## config.mk

```make
export PLATFORM = sky130hd
export DESIGN_NAME = rf_wb_arbiter
export DESIGN_NICKNAME = d
export VERILOG_FILES = /design/src/rtl/rf_pkg.sv /design/src/rtl/rf_scoreboard.sv /design/src/rtl/rf_wb_arbiter.sv
export SDC_FILE = /design/constraint.sdc
export NUM_CORES = 1
export LEC_CHECK = 0
export CAP_MARGIN = 30
export CORE_MARGIN = 2
export CORE_UTILIZATION = 30
export CTS_BUF_LIST = sky130_fd_sc_hd__clkbuf_16
export DETAILED_ROUTE_END_ITERATION = 7
export GPL_TIMING_DRIVEN = 0
export PLACE_DENSITY = 0.63
export SKIP_CTS_REPAIR_TIMING = 1
export SLEW_MARGIN = 10
export SYNTH_ARGS = -nofsm -noshare
export SYNTH_HDL_FRONTEND = slang
export SYNTH_SLANG_ARGS = --single-unit
export TNS_END_PERCENT = 10
```

## constraint.sdc

```tcl
create_clock -name clk -period 2.6 [get_ports clk]
set_clock_uncertainty 0.05 [all_clocks]
set_input_delay 0.39 -clock clk [delete_from_list [all_inputs] [get_ports clk]]
set_output_delay 0.39 -clock clk [all_outputs]
set_load 0.02 [all_outputs]
```

## src/rtl/rf_pkg.sv

```systemverilog
// Shared constants and types for the register-file write-back arbiter.
// Width defaults live here so the scoreboard and the arbiter agree on them.
package rf_pkg;

    localparam int RF_DATA_W   = 32;
    localparam int RF_ADDR_W   = 5;
    localparam int RF_NUM_REGS = 1 << RF_ADDR_W;

    localparam logic [RF_ADDR_W-1:0] REG_ZERO = '0;

    // Identifies which write-back source won the most recent grant.
    typedef enum logic {
        GRANT_ALU = 1'b0,
        GRANT_LD  = 1'b1
    } grant_t;

endpackage

```

## src/rtl/rf_scoreboard.sv

```systemverilog
// Pending-load scoreboard: one busy bit per register, set at load issue and
// cleared at load write-back grant, plus read-hazard and WAW lookups.
module rf_scoreboard
    import rf_pkg::*;
#(
    parameter int ADDR_W   = RF_ADDR_W,
    parameter int NUM_REGS = RF_NUM_REGS
) (
    input  logic              clk,
    input  logic              reset,
    input  logic              set_en,
    input  logic [ADDR_W-1:0] set_addr,
    input  logic              clr_en,
    input  logic [ADDR_W-1:0] clr_addr,
    input  logic [ADDR_W-1:0] rd_addr1,
    input  logic [ADDR_W-1:0] rd_addr2,
    input  logic [ADDR_W-1:0] waw_addr,
    output logic              stall,
    output logic              waw_busy,
    output logic              issue_err
);

    localparam logic [ADDR_W-1:0] ZERO = ADDR_W'(REG_ZERO);

    logic [NUM_REGS-1:0] busy;
    logic [NUM_REGS-1:0] busy_next;
    logic                err_next;
    logic                set_live;
    logic                clr_same;

    assign set_live = set_en && (set_addr != ZERO);
    assign clr_same = clr_en && (clr_addr == set_addr);

    // Clear is applied before set so a same-cycle set of the same register
    // leaves it pending: the newly issued load is still outstanding.
    always_comb begin
        busy_next = busy;
        if (clr_en) begin
            busy_next[clr_addr] = 1'b0;
        end
        if (set_live) begin
            busy_next[set_addr] = 1'b1;
        end
    end

    assign err_next = issue_err | (set_live && busy[set_addr] && !clr_same);

    always_ff @(posedge clk or negedge reset) begin
        if (!reset) begin
            busy      <= '0;
            issue_err <= 1'b0;
        end else begin
            busy      <= busy_next;
            issue_err <= err_next;
        end
    end

    // Lookups see the registered busy vector, so a clear in this cycle
    // only removes the stall from the following cycle onwards.
    assign stall = (busy[rd_addr1] && (rd_addr1 != ZERO))
                 | (busy[rd_addr2] && (rd_addr2 != ZERO));

    assign waw_busy = busy[waw_addr] && (waw_addr != ZERO);

endmodule

```

## src/rtl/rf_wb_arbiter.sv

```systemverilog
// Round-robin arbiter sharing the register-file write port between the ALU
// and load write-back paths, with registered write outputs and load scoreboard.
module rf_wb_arbiter
    import rf_pkg::*;
#(
    parameter int DATA_W   = RF_DATA_W,
    parameter int ADDR_W   = RF_ADDR_W,
    parameter int NUM_REGS = RF_NUM_REGS
) (
    input  logic              clk,
    input  logic              reset,
    input  logic              alu_valid,
    input  logic [ADDR_W-1:0] alu_addr,
    input  logic [DATA_W-1:0] alu_data,
    output logic              alu_ready,
    input  logic              ld_issue,
    input  logic [ADDR_W-1:0] ld_issue_addr,
    input  logic              ld_valid,
    input  logic [ADDR_W-1:0] ld_addr,
    input  logic [DATA_W-1:0] ld_data,
    output logic              ld_ready,
    input  logic [ADDR_W-1:0] rd_addr1,
    input  logic [ADDR_W-1:0] rd_addr2,
    output logic              stall,
    output logic              rf_we,
    output logic [ADDR_W-1:0] rf_waddr,
    output logic [DATA_W-1:0] rf_wdata,
    output logic              end_instr,
    output logic              ld_issue_err,
    output grant_t            last_grant
);

    localparam logic [ADDR_W-1:0] ZERO = ADDR_W'(REG_ZERO);

    // Handshake: a write-back transfers in any cycle where valid and ready
    // are both high. ready is combinational from valid, the scoreboard and
    // last_grant; the requester keeps addr/data stable until it sees ready.

    logic              waw_busy;
    logic              alu_elig;
    logic              ld_elig;
    logic              alu_grant;
    logic              ld_grant;
    grant_t            grant_next;
    logic              we_next;
    logic [ADDR_W-1:0] waddr_next;
    logic [DATA_W-1:0] wdata_next;
    logic              end_next;

    rf_scoreboard #(
        .ADDR_W   (ADDR_W),
        .NUM_REGS (NUM_REGS)
    ) u_scoreboard (
        .clk       (clk),
        .reset     (reset),
        .set_en    (ld_issue),
        .set_addr  (ld_issue_addr),
        .clr_en    (ld_grant),
        .clr_addr  (ld_addr),
        .rd_addr1  (rd_addr1),
        .rd_addr2  (rd_addr2),
        .waw_addr  (alu_addr),
        .stall     (stall),
        .waw_busy  (waw_busy),
        .issue_err (ld_issue_err)
    );

    // An ALU write to a register with a load outstanding would be overwritten
    // by the late load data, so it waits until that load has been granted.
    assign alu_elig = alu_valid && !waw_busy;
    assign ld_elig  = ld_valid;

    always_comb begin
        alu_grant  = 1'b0;
        ld_grant   = 1'b0;
        grant_next = last_grant;
        we_next    = 1'b0;
        waddr_next = rf_waddr;
        wdata_next = rf_wdata;
        end_next   = 1'b0;

        if (alu_elig && (!ld_elig || last_grant == GRANT_LD)) begin
            alu_grant  = 1'b1;
            grant_next = GRANT_ALU;
            we_next    = (alu_addr != ZERO);
            waddr_next = alu_addr;
            wdata_next = alu_data;
            end_next   = 1'b1;
        end else if (ld_elig) begin
            ld_grant   = 1'b1;
            grant_next = GRANT_LD;
            we_next    = (ld_addr != ZERO);
            waddr_next = ld_addr;
            wdata_next = ld_data;
            end_next   = 1'b1;
        end
    end

    assign alu_ready = alu_grant;
    assign ld_ready  = ld_grant;

    always_ff @(posedge clk or negedge reset) begin
        if (!reset) begin
            last_grant <= GRANT_LD;
        end else begin
            last_grant <= grant_next;
        end
    end

    always_ff @(posedge clk or negedge reset) begin
        if (!reset) begin
            rf_we     <= 1'b0;
            rf_waddr  <= '0;
            rf_wdata  <= '0;
            end_instr <= 1'b0;
        end else begin
            rf_we     <= we_next;
            rf_waddr  <= waddr_next;
            rf_wdata  <= wdata_next;
            end_instr <= end_next;
        end
    end

    always_ff @(posedge clk) begin
        if (reset) begin
            assert (!(alu_ready && ld_ready))
                else $error("both write-back sources granted in one cycle");
            assert (!(rf_we && rf_waddr == ZERO))
                else $error("write presented to register zero");
        end
    end

endmodule

```

## Word-level counts from Yosys, hierarchy flattened

Index checks and enable logic that the tools add are counted.

- Word-level logic and storage cells: 67
- Output and inout port bits: 44
- Input port bits: 94
- Register bits: 73

- Reduce and logical (&&, ||, !) cells: 21
- $lt $le $gt $ge: 7
- Mux-type cells: 26
- Bitwise gates (word level): 5
- Equality and inequality tests: 1

Operator list:

| operator | number |
|---|---|
| 32-bit 2-to-1 mux | 4 |
| 32-bit bitwise AND | 1 |
| 32-bit NOT | 1 |
| 32-bit OR | 1 |
| 5-bit by 6-bit less-than comparator with 1-bit output, second input constant | 5 |
| 5-bit nonzero test | 5 |
| 1-bit binary-select mux with 5-bit select | 4 |
| 1-bit 2-to-1 mux | 14 |
| 1-bit logical AND | 11 |
| 1-bit demux with 5-bit select | 2 |
| 5-bit by 1-bit >= comparator with 1-bit output, second input constant | 2 |
| 5-bit 2-to-1 mux | 2 |
| 5-bit equality test | 1 |
| 1-bit logical NOT | 3 |
| 1-bit OR | 2 |
| 2-bit nonzero test | 1 |
| 1-bit logical OR | 1 |

## Logic depth before layout (Yosys ltp)

- Word-level depth: 11
- Depth in mapped cells: 8
- Mapped depth without buffers: 5

## Modules after synthesis

From an unflattened synthesis, not the netlist that was laid out.

- Cells, all modules: 421
- Area, all modules: 4374.2 um^2

By module, submodules not included:

| module | instances | area each (um^2) | cells each | sequential area each (um^2) |
|---|---|---|---|---|
| rf_scoreboard | 1 | 2482.4 | 236 | 825.8 |
| rf_wb_arbiter | 1 | 1891.8 | 185 | 1002.2 |

## Least setup slack after synthesis

OpenSTA, ideal clock, no wires.

- Path kind: input -> output
- Start point: in rd_addr1[0]
- End point: out stall
- Stages: 5
- Path slack: 0.068 ns
- Required time: 2.160 ns
- Path buffers: 1
- Arrival: 2.092 ns
- Cell sequence: clkbuf_1 > mux4_2 > mux4_2 > mux2i_1 > nand2_1

- Cells in the longest elaborated chain, start to end: 4
- Elaborated cells between the ends (all ways): 5
- Those cells by class: mux (2); bitwise (1); reduce/logical (2)

Ends and longest elaborated chain:

| element | line | source |
|---|---|---|
| start, declared | rf_wb_arbiter.sv:22 | `input logic [ADDR_W-1:0] rd_addr1,` |
| 1-bit binary-select mux with 5-bit select | rf_scoreboard.sv:60 | `assign stall = (busy[rd_addr1] && (rd_addr1 != ZERO))` |
| 1-bit 2-to-1 mux (not written as such) | rf_scoreboard.sv:60 |  |
| 1-bit logical AND (*) | rf_scoreboard.sv:60 |  |
| 1-bit OR (*) | rf_scoreboard.sv:61 | `\| (busy[rd_addr2] && (rd_addr2 != ZERO));` |
| end, declared | rf_wb_arbiter.sv:24 | `output logic stall,` |

Every way passes the cells marked *; elsewhere a longest branch is shown, timed or not. The select of a mux whose other input is x is not followed.

## Final worst setup path

- Start point: reg u_scoreboard.busy[30]
- End point: out stall

- Cells in the longest elaborated chain, start to end: 4
- Elaborated cells between the ends (all ways): 7
- Those cells by class: mux (4); bitwise (1); reduce/logical (2)

Ends and longest elaborated chain:

| element | line | source |
|---|---|---|
| start, declared | rf_scoreboard.sv:25 | `logic [NUM_REGS-1:0] busy;` |
| start signal, assigned | rf_scoreboard.sv:53 | `busy <= busy_next;` |
| 1-bit binary-select mux with 5-bit select, on equally long branches | rf_scoreboard.sv:60, rf_scoreboard.sv:61 |  |
| 1-bit 2-to-1 mux, on equally long branches | rf_scoreboard.sv:60, rf_scoreboard.sv:61 |  |
| 1-bit logical AND, on equally long branches | rf_scoreboard.sv:60, rf_scoreboard.sv:61 |  |
| 1-bit OR (*) | rf_scoreboard.sv:61 |  |

Marked as above.

==> flow_metrics.tcl <==
set metrics [dict create \
    status "completed" \
    place_hpwl_um 12000 \
    avgSynthCellArea_sq_um 11.0 \
    syn_inst 451 \
    finalSetupViolations 0 \
    power_density_mw_per_mm2 647 \
    worstMarginPinSlew_ps 733 \
    cts_tree "built" \
    antenna_found_initial 0 \
    finalCritPeriodShare_pct 98.5 \
    synth_seq_area_share_pct 36.7 \
    r2r_end "rf_wdata[17]" \
    start_util_pct 30.4 \
    die_y_um 133 \
    reg2reg_depth 8 \
    worstSetupPathType "reg -> out" \
    maxSlewViolCount 0 \
    globalRouteTotalUtil_pct 18.3 \
    worst_hold_slack_ps 462 \
    wirelength_um 16300 \
    post-route-min-period_ps 2560 \
    nets 696 \
    coreArea_sq_mm 0.0164 \
    grt_max_degree 52 \
    rsz0062_at_grt "true" \
    crit_top_cell "mux4_2" \
    port_buffers 123 \
    area_delta_synth_final_pct 40.4 \
    die_area_sq_mm 0.0177 \
    critPathLaunchType "flip-flop" \
    worstPathRequired_ps 2160 \
    slowest_stage "mux4_2" \
    final_cell_mix "clkdlybuf4s50_1 (115), nor2_1 (63), dfrtp_1 (59)" \
    grt-busiest-layer "met2" \
    fin_cells 827 \
    die_x_um 133 \
    setup_tns_ps 0 \
    min_to "rf_waddr[3]" \
    num_antenna_cells 0 \
    synth_cell_types 52 \
    use_met3_pct 6.48 \
    grt_pass1_wl_um 25100 \
    drt-initial-drc-count 259 \
    grt.met1_usage_pct 22.7 \
    vias 4468 \
    cp.arrival_ps 2120 \
    grt_remaining_overflow 0 \
    crit_chain "mux4_2 -> mux4_2 -> mux2i_1 -> nand2_1 -> buf_6" \
    clk_latency_ps 340 \
    antenna_left 0 \
    drtPass1Iterations 5 \
    synth_fp_nets 545 \
    holdCritPathClass "in -> reg" \
    cts.path.max_buffers 2 \
    drc 0 \
    routedWlPerCell_um 19.7 \
    timing.rr.start "u_scoreboard.busy[19]" \
    synth_warnings 0 \
    clock-sinks 73 \
    gp_congestion 0.947 \
    r2r_slack_ps 250 \
    max_freq_ghz 0.390 \
    drv_cap 0 \
    cpPeakStageDelay_ps 490 \
    n_fill_cell 1534 \
    crit_path_end_kind "primary output" \
    synth.ff_latch_count 73 \
    slew_headroom_pct 51.1 \
    grt_use_met2_pct 29.1 \
    dp.cells 795 \
    hold_viol 0 \
    grt_pass1_vias 4610 \
    cts_max_level 3 \
    leakage_uw 0.00280 \
    num_rows 47 \
    numCtsBuffers 9 \
    min_path_cells 2 \
    hp-start "alu_addr[3]" \
    vdd_drop_max_uv 314 \
    root_buffer "clkbuf_16" \
    drive_above_1_share_pct 28.3 \
    ios 138 \
    final_common_cell "clkdlybuf4s50_1" \
    syn_area_sq_mm 0.00498 \
    clk_pin_slew_ps 60 \
    cp_max_fo 5 \
    viasPerCell 5.40 \
]
[cell usage after synthesis (all sizes together)]
| cell | n | area, sq um |
|---|---|---|
| a31oi | 27 | 169 |
| nor2b | 1 | 6.26 |
| o211ai | 1 | 7.51 |
| a21oi | 4 | 23.8 |
| clkbuf | 27 | 111 |
| mux2i | 34 | 340 |
| a221oi | 1 | 26.3 |
| or2 | 1 | 6.26 |
| and4bb | 1 | 12.5 |
| and2 | 1 | 6.26 |
| nand3 | 5 | 25.0 |
| a21o | 1 | 7.51 |
| nand4 | 1 | 6.26 |
| dfrtp | 72 | 1800 |
| o22ai | 10 | 62.6 |
| a2bb2oi | 2 | 17.5 |
| xor2 | 1 | 8.76 |
| nor4b | 1 | 8.76 |
| mux4 | 20 | 458 |
| o31ai | 2 | 15.0 |
| inv | 4 | 15.0 |
| or3 | 8 | 55.1 |
| o32a | 4 | 40.0 |
| o21ai | 1 | 5.00 |
| nor2 | 63 | 236 |
| dfstp | 1 | 26.3 |
| xnor2 | 4 | 35.0 |
| nor4 | 5 | 52.6 |
| and3 | 1 | 6.26 |
| a21boi | 2 | 15.0 |
| buf | 11 | 80.1 |
| nor3 | 29 | 145 |
| nand3b | 11 | 82.6 |
| o2111a | 1 | 11.3 |
| mux2 | 73 | 935 |
| or3b | 5 | 43.8 |
| nand2 | 11 | 41.3 |
| nor3b | 2 | 20.0 |
| a211oi | 2 | 15.0 |
[cells by family after synthesis]
kind of cell	Yosys count	synth area share [%]
compound gates	58	8.34
mux	127	34.8
xor+xnor	5	0.879
simple gates	146	15.1
flops	73	36.7
buf+inv	42	4.14
[report_power, final]
group | internal [uW] | switching (uW)
Combinational | 929 | 703
Sequential | 1380 | 297
Clock | 733 | 480
[routing by layer]
layer	up-vias	share of wire, %
met5	-	0
met3	41	10
met1	2170	40
li1	1999	-
met2	258	47
met4	0	2.8
[state kept, by name (all words and copies together), names as in the netlist]
register                flops
rf_wdata                   32
u_scoreboard.busy          32
rf_waddr                    5
end_instr                   1
last_grant                  1
rf_we                       1
u_scoreboard.issue_err      1
[worst max path at each step]
stage | end | startpoint | slack, ps | depth (start not counted)
after CTS | ld_ready | alu_addr[2] | -1150 | 9
after floorplan | stall | rd_addr1[0] | 70 | 5
final | stall | u_scoreboard.busy[30] | 40 | 5
after global routing | alu_ready | alu_addr[3] | -30 | 8
after global placement | u_scoreboard.busy[22] | reset | -1490 | 1
after detailed placement | ld_ready | alu_addr[2] | -1090 | 9
[cell type report]
type                       instances  area, sq um  share of cell area, %
buffer                            37          198                   2.83
clock buffer                       9          225                   3.22
clock inverter                     7         63.8                  0.912
inverter                           4         15.0                  0.215
multi-input combinational        336         2990                   42.7
sequential                        73         1840                   26.4
tap                              220          275                   3.94
timing repair buffer             141         1390                   19.8
[metrics by stage]
step                      power [uW]  cell area (sq um)  setup slack, ps  util, %
final                           4530               6990             38.7     42.6
after detailed placement        3240               6510            -1090     39.7
after global placement          3190               6490            -1490     39.5
after global routing            4720               6990            -28.7     42.6
after CTS                       4460               6800            -1150     41.5
after floorplan                 2540               4980             68.1        -
[critical path: cells and delay by family, from the launching register on]
| kind | cells | cell delay (ps) |
|---|---|---|
| buf+inv | 1 | 130 |
| simple gates | 1 | 80 |
| mux | 3 | 1120 |
| flops | 1 | 450 |
Power figures use the tool's default switching activity.
